==> src/rtl/sq_pkg.sv <==
// ============================================================================
// Module   : sq_pkg
// Purpose  : Shared types and constants for the modular-squaring sequencer
//            and its datapath top.
// Revision : 1.0 - initial release
// ============================================================================
`default_nettype none

package sq_pkg;

  localparam int unsigned SQ_PIPE_LAT = 4;
  localparam int unsigned SQ_CNT_W    = 64;

  typedef enum logic [2:0] {
    IDLE  = 3'd0,
    LOAD  = 3'd1,
    ISSUE = 3'd2,
    WAIT  = 3'd3,
    DONE  = 3'd4
  } sq_state_t;

endpackage : sq_pkg

`default_nettype wire

==> src/rtl/sq_wdog.sv <==
// ============================================================================
// Module   : sq_wdog
// Purpose  : Loadable down-counter flagging a datapath result that never came.
// Revision : 1.0 - initial release
// ============================================================================
`default_nettype none

module sq_wdog #(
  parameter int unsigned TIMEOUT = 12
) (
  input  logic clk_i,
  input  logic reset_i,
  input  logic load_i,
  output logic expire_o
);

  localparam int unsigned c_cnt_w = $clog2(TIMEOUT + 1);
  // expire_o rises in the cycle TIMEOUT-1 after the load cycle
  localparam logic [c_cnt_w-1:0] c_load_val = c_cnt_w'(TIMEOUT - 2);

  if (TIMEOUT < 2) begin : g_timeout_chk
    $error("sq_wdog: TIMEOUT must be at least 2");
  end

  logic [c_cnt_w-1:0] cnt_q, cnt_d;
  logic               armed_q, armed_d;

  always_comb begin
    cnt_d   = cnt_q;
    armed_d = armed_q;
    if (load_i) begin
      cnt_d   = c_load_val;
      armed_d = 1'b1;
    end else if (armed_q && (cnt_q != '0)) begin
      cnt_d = cnt_q - c_cnt_w'(1);
    end
  end

  always_ff @(posedge clk_i) begin
    if (reset_i) begin
      cnt_q   <= '0;
      armed_q <= 1'b0;
    end else begin
      cnt_q   <= cnt_d;
      armed_q <= armed_d;
    end
  end

  assign expire_o = armed_q && (cnt_q == '0);

endmodule : sq_wdog

`default_nettype wire

==> src/rtl/sq_iter_ctrl.sv <==
// ============================================================================
// Module   : sq_iter_ctrl
// Purpose  : Iteration sequencer issuing T back-to-back squarings with
//            result feedback and a hold-until-ack completion handshake.
//            Optional checkpoint pulses enabled by `SQ_CKPT_EN.
// Revision : 1.0 - initial release
// ============================================================================
`default_nettype none

module sq_iter_ctrl
  import sq_pkg::*;
#(
  parameter int unsigned PIPE_LAT   = SQ_PIPE_LAT,
  parameter int unsigned CNT_W      = SQ_CNT_W,
  parameter int unsigned WDOG_SLACK = 8,
  parameter int unsigned CKPT_LOG2  = 20
) (
  input  logic             clk_i,
  input  logic             reset_i,
  input  logic             start_i,
  input  logic [CNT_W-1:0] t_in_i,
  input  logic             abort_i,
  output logic             start_rdy_o,
  output logic             dp_load_o,
  output logic             dp_issue_o,
  output logic             dp_fb_sel_o,
  input  logic             dp_valid_i,
  output logic [CNT_W-1:0] iter_cnt_o,
  output logic             busy_o,
  output logic             done_o,
  input  logic             done_ack_i,
  output logic             err_o,
  output logic             ckpt_o
);

  if (CKPT_LOG2 > CNT_W) begin : g_ckpt_log2_chk
    $error("sq_iter_ctrl: CKPT_LOG2 exceeds CNT_W");
  end

  sq_state_t        state_q, state_d;
  logic [CNT_W-1:0] t_q, t_d;
  logic [CNT_W-1:0] iter_q, iter_d;
  logic             err_q, err_d;

  logic [CNT_W-1:0] w_iter_inc;
  logic             w_wdog_expire;
  logic             w_abort;

  assign w_iter_inc = (&iter_q) ? iter_q : iter_q + CNT_W'(1);
  assign w_abort    = abort_i && (state_q != IDLE);

  sq_wdog #(
    .TIMEOUT (PIPE_LAT + WDOG_SLACK)
  ) u_wdog (
    .clk_i    (clk_i),
    .reset_i  (reset_i),
    .load_i   (dp_issue_o),
    .expire_o (w_wdog_expire)
  );

  always_comb begin
    state_d = state_q;
    t_d     = t_q;
    iter_d  = iter_q;
    err_d   = err_q;

    case (state_q)
      IDLE: begin
        if (start_i) begin
          t_d     = t_in_i;
          iter_d  = '0;
          err_d   = 1'b0;
          state_d = (t_in_i == '0) ? DONE : LOAD;
        end
      end
      LOAD:  state_d = ISSUE;
      ISSUE: state_d = WAIT;
      WAIT: begin
        if (dp_valid_i) begin
          iter_d  = w_iter_inc;
          state_d = (w_iter_inc == t_q) ? DONE : ISSUE;
        end else if (w_wdog_expire) begin
          err_d   = 1'b1;
          state_d = DONE;
        end
      end
      DONE: begin
        if (done_ack_i) state_d = IDLE;
      end
      default: state_d = IDLE;
    endcase

    // A result outside WAIT has no owner; the job itself carries on
    if (dp_valid_i && (state_q != WAIT)) err_d = 1'b1;

    if (w_abort) begin
      state_d = IDLE;
      iter_d  = iter_q;
      err_d   = err_q;
    end
  end

  always_ff @(posedge clk_i) begin
    if (reset_i) begin
      state_q <= IDLE;
      t_q     <= '0;
      iter_q  <= '0;
      err_q   <= 1'b0;
    end else begin
      state_q <= state_d;
      t_q     <= t_d;
      iter_q  <= iter_d;
      err_q   <= err_d;
    end
  end

  assign start_rdy_o = (state_q == IDLE);
  assign busy_o      = (state_q == LOAD) || (state_q == ISSUE) || (state_q == WAIT);
  assign done_o      = (state_q == DONE);
  assign dp_load_o   = (state_q == LOAD) && !abort_i;
  assign dp_issue_o  = (state_q == ISSUE) && !abort_i;
  assign dp_fb_sel_o = (state_q == ISSUE) && (iter_q != '0);
  assign iter_cnt_o  = iter_q;
  assign err_o       = err_q;

`ifdef SQ_CKPT_EN
  localparam logic [CNT_W-1:0] c_ckpt_mask = (CNT_W'(1) << CKPT_LOG2) - CNT_W'(1);

  // Same cycle as the result so the host can snapshot it; never on the last one
  assign ckpt_o = (state_q == WAIT) && dp_valid_i && !abort_i &&
                  ((w_iter_inc & c_ckpt_mask) == '0) && (w_iter_inc != t_q);
`else
  assign ckpt_o = 1'b0;
`endif

endmodule : sq_iter_ctrl

`default_nettype wire

==> config.mk <==
export PLATFORM = sky130hd
export DESIGN_NAME = sq_iter_ctrl
export DESIGN_NICKNAME = d
export VERILOG_FILES = /design/src/rtl/sq_pkg.sv /design/src/rtl/sq_wdog.sv /design/src/rtl/sq_iter_ctrl.sv
export SDC_FILE = /design/constraint.sdc
export NUM_CORES = 1
export LEC_CHECK = 0
export CAP_MARGIN = 20
export CORE_ASPECT_RATIO = 0.9
export CORE_MARGIN = 1.5
export CORE_UTILIZATION = 55
export DETAILED_ROUTE_END_ITERATION = 10
export GPL_TIMING_DRIVEN = 0
export MAX_ROUTING_LAYER = met4
export PLACE_DENSITY = 0.79
export SYNTH_ARGS = -nofsm -noshare
export SYNTH_HDL_FRONTEND = slang
export SYNTH_SLANG_ARGS = --single-unit
==> constraint.sdc <==
create_clock -name clk_i -period 4.24 [get_ports clk_i]
set_input_delay 0.636 -clock clk_i [delete_from_list [all_inputs] [get_ports clk_i]]
set_output_delay 0.636 -clock clk_i [all_outputs]
set_load 0.01 [all_outputs]
== Yosys cells after proc, flatten, opt, wreduce, memory -nomap -nowiden ==
Index checks and enable logic that the tools add are counted.

* Bits in registers: 137
* Input bits: 70
* Output and inout bits: 72
* Logic and storage cells: 67

* Add/sub/neg operators: 2
* Eq/ne operators: 13
* Mux-type cells: 18
* Bitwise logic cells: 1
* Reduce and logical (&&, ||, !) cells: 26

{| class="wikitable"
|+ Operator list
! cell !! number
|-
| 64-bit 2-to-1 mux || 3
|-
| 64-bit case mux with 2 select lines || 1
|-
| 64-bit by 1-bit adder with 64-bit output, second input constant || 1
|-
| 64-bit == test || 1
|-
| 64-bit zero test || 1
|-
| 64-bit AND reduction || 1
|-
| 64-bit nonzero test || 1
|-
| 3-bit 2-to-1 mux || 6
|-
| 3-bit case mux with 5 select lines || 1
|-
| 3-bit by 2-bit != test with 1-bit output, second input constant || 4
|-
| 4-bit 2-to-1 mux || 2
|-
| 1-bit logical AND || 7
|-
| 3-bit by 2-bit == test with 1-bit output, second input constant || 2
|-
| 3-bit nonzero test || 2
|-
| 5-bit AND reduction || 1
|-
| 4-bit zero test || 1
|-
| 1-bit 2-to-1 mux || 4
|-
| 2-bit != test, second input constant || 2
|-
| 4-bit AND reduction || 1
|-
| 2-bit nonzero test || 2
|-
| 4-bit nonzero test || 1
|-
| 2-bit OR reduction || 2
|-
| 4-bit by 1-bit subtractor with 4-bit output, second input constant || 1
|-
| 3-bit by 1-bit == test with 1-bit output, second input constant || 1
|-
| other kinds (10) || 11
|}

== Logic depth before layout (Yosys ltp) ==
* Word-level depth: 6
* Depth in mapped cells: 15
* Mapped depth without buffers: 11

== Hierarchy ==
Synthesis repeated with hierarchy kept, for this count alone.

* Cell total of the unflattened synthesis: 1315
* Area, all modules: 9376.5 µm²

{| class="wikitable"
|+ By module, submodules not included
! module !! instances !! cells an instance !! area each (µm²) !! sequential area each (µm²)
|-
| sq_iter_ctrl || 1 || 1288 || 9128.8 || 2642.5
|-
| sq_wdog || 1 || 27 || 247.7 || 100.1
|}

== Worst setup path after synthesis ==
OpenSTA, ideal clock, no wires.

* Path kind: register -> register
* From: register iter_q[0] (netlist: iter_cnt_o[0])
* To: register state_q[1]
* Library setup time: 130 ps
* Data arrival time: 3216 ps
* Data required time: 4110 ps
* Slack: 895 ps
* Stages on the path, launching flop included: 16
* Path buffers: 4
* Clock period less this slack: 3345 ps
* Cell sequence: dfxtp_1 > ha_1 > buf_2 > and3_1 > buf_2 > and4_1 > buf_2 > and3_1 > buf_2 > a2111oi_0 > xnor2_1 > nand4_1 > nor4_1 > nand4_1 > o2111ai_1 > o211ai_1

* Cells in the longest elaborated chain, start to end: 6
* Elaborated cells on any way between the ends: 7
* Classes of those cells: 1 x add/sub; 1 x eq/ne; 4 x mux; 1 x reduce/logical

{| class="wikitable"
|+ RTL lines
! what !! line !! text
|-
| from (decl) || sq_iter_ctrl.sv:42 || <nowiki>logic [CNT_W-1:0] iter_q, iter_d;</nowiki>
|-
| from (signal assigned) || sq_iter_ctrl.sv:112 || <nowiki>iter_q <= iter_d;</nowiki>
|-
| 64-bit by 1-bit adder with 64-bit output or 64-bit AND reduction (tied branches) || sq_iter_ctrl.sv:49 || <nowiki>assign w_iter_inc = (&iter_q) ? iter_q : iter_q + CNT_W'(1);</nowiki>
|-
| 64-bit 2-to-1 mux (*) || sq_iter_ctrl.sv:49 ||
|-
| 64-bit == test (*) || sq_iter_ctrl.sv:81 || <nowiki>state_d = (w_iter_inc == t_q) ? DONE : ISSUE;</nowiki>
|-
| 3-bit 2-to-1 mux (*) || sq_iter_ctrl.sv:81 ||
|-
| 3-bit 2-to-1 mux (*) || sq_iter_ctrl.sv:79 || <nowiki>if (dp_valid_i) begin</nowiki>
|-
| 3-bit case mux with 5 select lines (*) || sq_iter_ctrl.sv:67 || <nowiki>case (state_q)</nowiki>
|-
| to (signal assigned) || sq_iter_ctrl.sv:110 || <nowiki>state_q <= state_d;</nowiki>
|-
| to (decl) || sq_iter_ctrl.sv:40 || <nowiki>sq_state_t state_q, state_d;</nowiki>
|}

Mark *: on every way between the ends. The rest lies on a longest branch, timed or not.
A chain may end at the register's enable or synchronous reset.

== Worst setup path in the final report ==
* From: register iter_q[18] (netlist: iter_cnt_o[18])
* To: register state_q[1]

The elaborated chain is that of the path after synthesis.

==> impl_metrics.toml <==
[timing]
timing.final.ws_setup_ps = -68.54
worst_slew_pin_slew_ps = 1175
min_period_ps = 4309
fin_crit_sh_pct = 101.6
final-hold-violation-count = 0
hold_ws_ps = 471.7
finClkSkew_ps = 11.21
drv_slew = 0
finalSetupTns_ps = -96.39
fmax_mhz = 232.1
setup_viol_count_final = 2
relSlewSlack_pct = 21.67

[yosys]
synth_area_sq_mm = 0.009358
yosysTopAreaCell = "dfxtp_1"
yosysMostFrequentCell = "nand2_1"
yosysUniqueCellTypes = 70
yosysWarnings = 0
synth_edf_count = 0
synth_top_area_share_pct = 29.31
synthCells = 1303
synth_ff_type = "dfxtp_1"
avgSynthCellArea_sq_um = 7.182
synth_area_leaders = "dfxtp_1, nand2_1, a21oi_1"
syn-num-nets = 1377
ys_seq_elements = 137
async_flop_share_pct = 0
yosysSeqAreaShare_pct = 29.31
synth_commonest_cells = "nand2_1, dfxtp_1, a21oi_1"

[critical_path]
rr_worst_depth = 10
critPathTopFamily = "simple AND/OR/NAND/NOR gates"
r2r-start = "iter_cnt_o[18]$_SDFFE_PP0P_"
cp_max_fo = 7
path_class = "reg2reg"
worst_setup_path_end_kind = "register"
critical_path.max_stage_delay_ps = 600
cp_num_buf_inv = 0
start_kind = "register"
r2r_end = "state_q[1]$_SDFFE_PP0P_"
crit_required_ps = 4560
slowest_stage = "dfxtp_1"
worst-endpoint-arrival_ps = 4630
crit_chain = "nand4_2, nor4_4, nand3_1, or3_1, o31a_1, or4_1, nor4_2, nand4_1, o2111ai_1, o211ai_1"
reg2reg_slack_ps = -70

[global_routing]
use_met2_pct = 71.78
grt-busiest-layer = "met2"
grt_first_pass_wirelength_microns = 67690
met1_usage_pct = 65.11
grt_pass1_vias = 11014
met3_usage_pct = 21.29
antenna_found_initial = 1
grt_max_degree = 17
grt.total_usage_pct = 53.19
overflow = 0

[clock_network]
cts_hold_buf = 0
clk_latency_ps = 440
h-tree-depth = 4
clockBufferDepth = 2
numCtsBuffers = 17
ctsRootBufferMaster = "clkbuf_16"
cts_tree = "yes"
cts.sinks = 137
clkSlewWorstSetupHoldPaths_ps = 60

[finish]
finish.utilization_pct = 70.51
drive_gt1_share_pct = 8.535
design_area_sq_mm = 0.01183
nNetsFinal = 1550
area_delta_synth_final_pct = 26.43

[placement]
hpwlAfterDp_microns = 34880
gp_congestion = 1.166
port_buffers = 139
dpl-instance-area_sq_mm = 0.01103

[run_status]
status = "finished, violations left"
violations = "negative setup slack"

[power]
power_density_mw_per_mm2 = 345.2
fin_total_pwr_uw = 4084
ir_drop_mv = 0.3504
p_leak_uw = 0.004063

[floorplan]
die_h_microns = 126.7
die_w_microns = 140.5
dieArea_sq_mm = 0.01781
core_area_sq_mm = 0.01678
ios = 142
rows = 45
initial_utilization_pct = 55.77

[hold_path]
min_path_type = "reg2reg"
holdPathEnd = "t_q[47]$_SDFFE_PP0P_"
hold_start = "t_q[47]$_SDFFE_PP0P_"
min_delay_path_depth = 2

[routing]
post_drt_wl_per_cell_microns = 27.52
drc = 0
vias = 12304
drt_iter0_markers = 2064
wl_microns = 46840
vias_per_cell = 7.229
ant_nets = 0
first_pass_iters = 7

[flow_run]
maxCapViolCount = 0
## cells by family (layout without fill, tap and decap cells)
logic type / after synthesis / count (layout) / share of synthesized area [%]
compound gates: 291 / 291 / 19.05
xor+xnor: 96 / 96 / 8.985
fa+ha+maj: 4 / 4 / 0.5349
buf+inv: 128 / 313 / 5.669
flops: 137 / 137 / 29.31
mux: 5 / 5 / 0.5482
other cells: 1 / 4 / 0.04007
simple gates: 641 / 641 / 35.86
## cell usage in the layout, fill, tap and decap left out, types with 21 or more instances in the layout
| cell type | instances |
|---|---|
| nand2_1 | 221 |
| clkdlybuf4s50_1 | 139 |
| dfxtp_1 | 135 |
| a21oi_1 | 133 |
| nor2_1 | 90 |
| xnor2_1 | 66 |
| clkbuf_1 | 65 |
| o21ai_0 | 51 |
| nand4_1 | 50 |
| nor4_1 | 46 |
| nand3_1 | 42 |
| nor3_1 | 39 |
| buf_2 | 34 |
| xor2_1 | 30 |
| and3_1 | 24 |
| and4_1 | 21 |
## through the flow
stage | instances | setup slack [ps]
floorplan | 1303 | 894.5
global placement | 1653 | -398.1
detailed placement | 1656 | -297.2
CTS | 1689 | 24.86
global route | 1700 | -19.15
finish | 1702 | -68.54
## power breakdown
group / leakage, uW / total [uW] / internal [uW] / switching, uW
Combinational: 0.00268 / 1080 / 388 / 695
Clock: 0.000268 / 1460 / 770 / 689
Sequential: 0.00111 / 1540 / 1400 / 142
## flip-flops by register name, summed over array words and instances (netlist names)
signal / flops
t_q: 64
u_wdog.cnt_q: 4
state_q: 3
err_o: 1
u_wdog.armed_q: 1
iter_cnt_o: 64
## worst register-to-register path: cells and delay by family (launching register included)
| kind | cells | cell delay (ps) |
|---|---|---|
| compound gates | 3 | 760 |
| flops | 1 | 600 |
| simple gates | 7 | 2830 |
## worst max-delay path by stage
stage	start	cells past startpoint	endpoint	slack [ps]
final	iter_cnt_o[18]$_SDFFE_PP0P_	10	state_q[1]$_SDFFE_PP0P_	-70
after global routing	iter_cnt_o[18]$_SDFFE_PP0P_	10	state_q[1]$_SDFFE_PP0P_	-20
after CTS	iter_cnt_o[11]$_SDFFE_PP0P_	11	state_q[1]$_SDFFE_PP0P_	20
after detailed placement	iter_cnt_o[1]$_SDFFE_PP0P_	14	state_q[1]$_SDFFE_PP0P_	-300
after global placement	iter_cnt_o[1]$_SDFFE_PP0P_	15	state_q[1]$_SDFFE_PP0P_	-400
after floorplan	iter_cnt_o[0]$_SDFFE_PP0P_	15	state_q[1]$_SDFFE_PP0P_	890
## metal layers
layer / share of wire, % / wire length, microns / vias up
li1: - / - / 5095
met1: 36 / 16910 / 5645
met2: 39 / 18110 / 1249
met3: 17 / 8068 / 315
met4: 8.0 / 3747 / 0
met5: 0 / 0 / -
## cell type report
| class | instances | area, sq um |
|---|---|---|
| diodes | 3 | 7.507 |
| plain buffers | 113 | 483.0 |
| clock buffers | 17 | 425.4 |
| clock inverters | 14 | 132.6 |
| fillers | 1314 | 4947 |
| inverters | 12 | 45.04 |
| multi-input cells | 1038 | 6216 |
| flip-flops and latches | 137 | 2745 |
| well taps | 211 | 264.0 |
| repair buffers | 157 | 1513 |
## repair_timing
item                       in CTS  in global routing
setup buffers                   4                 10
setup endpoints to repair       2                  2
gates resized for setup        12                 23
pin swaps                       2                  7
Power figures use the tool's default switching activity.
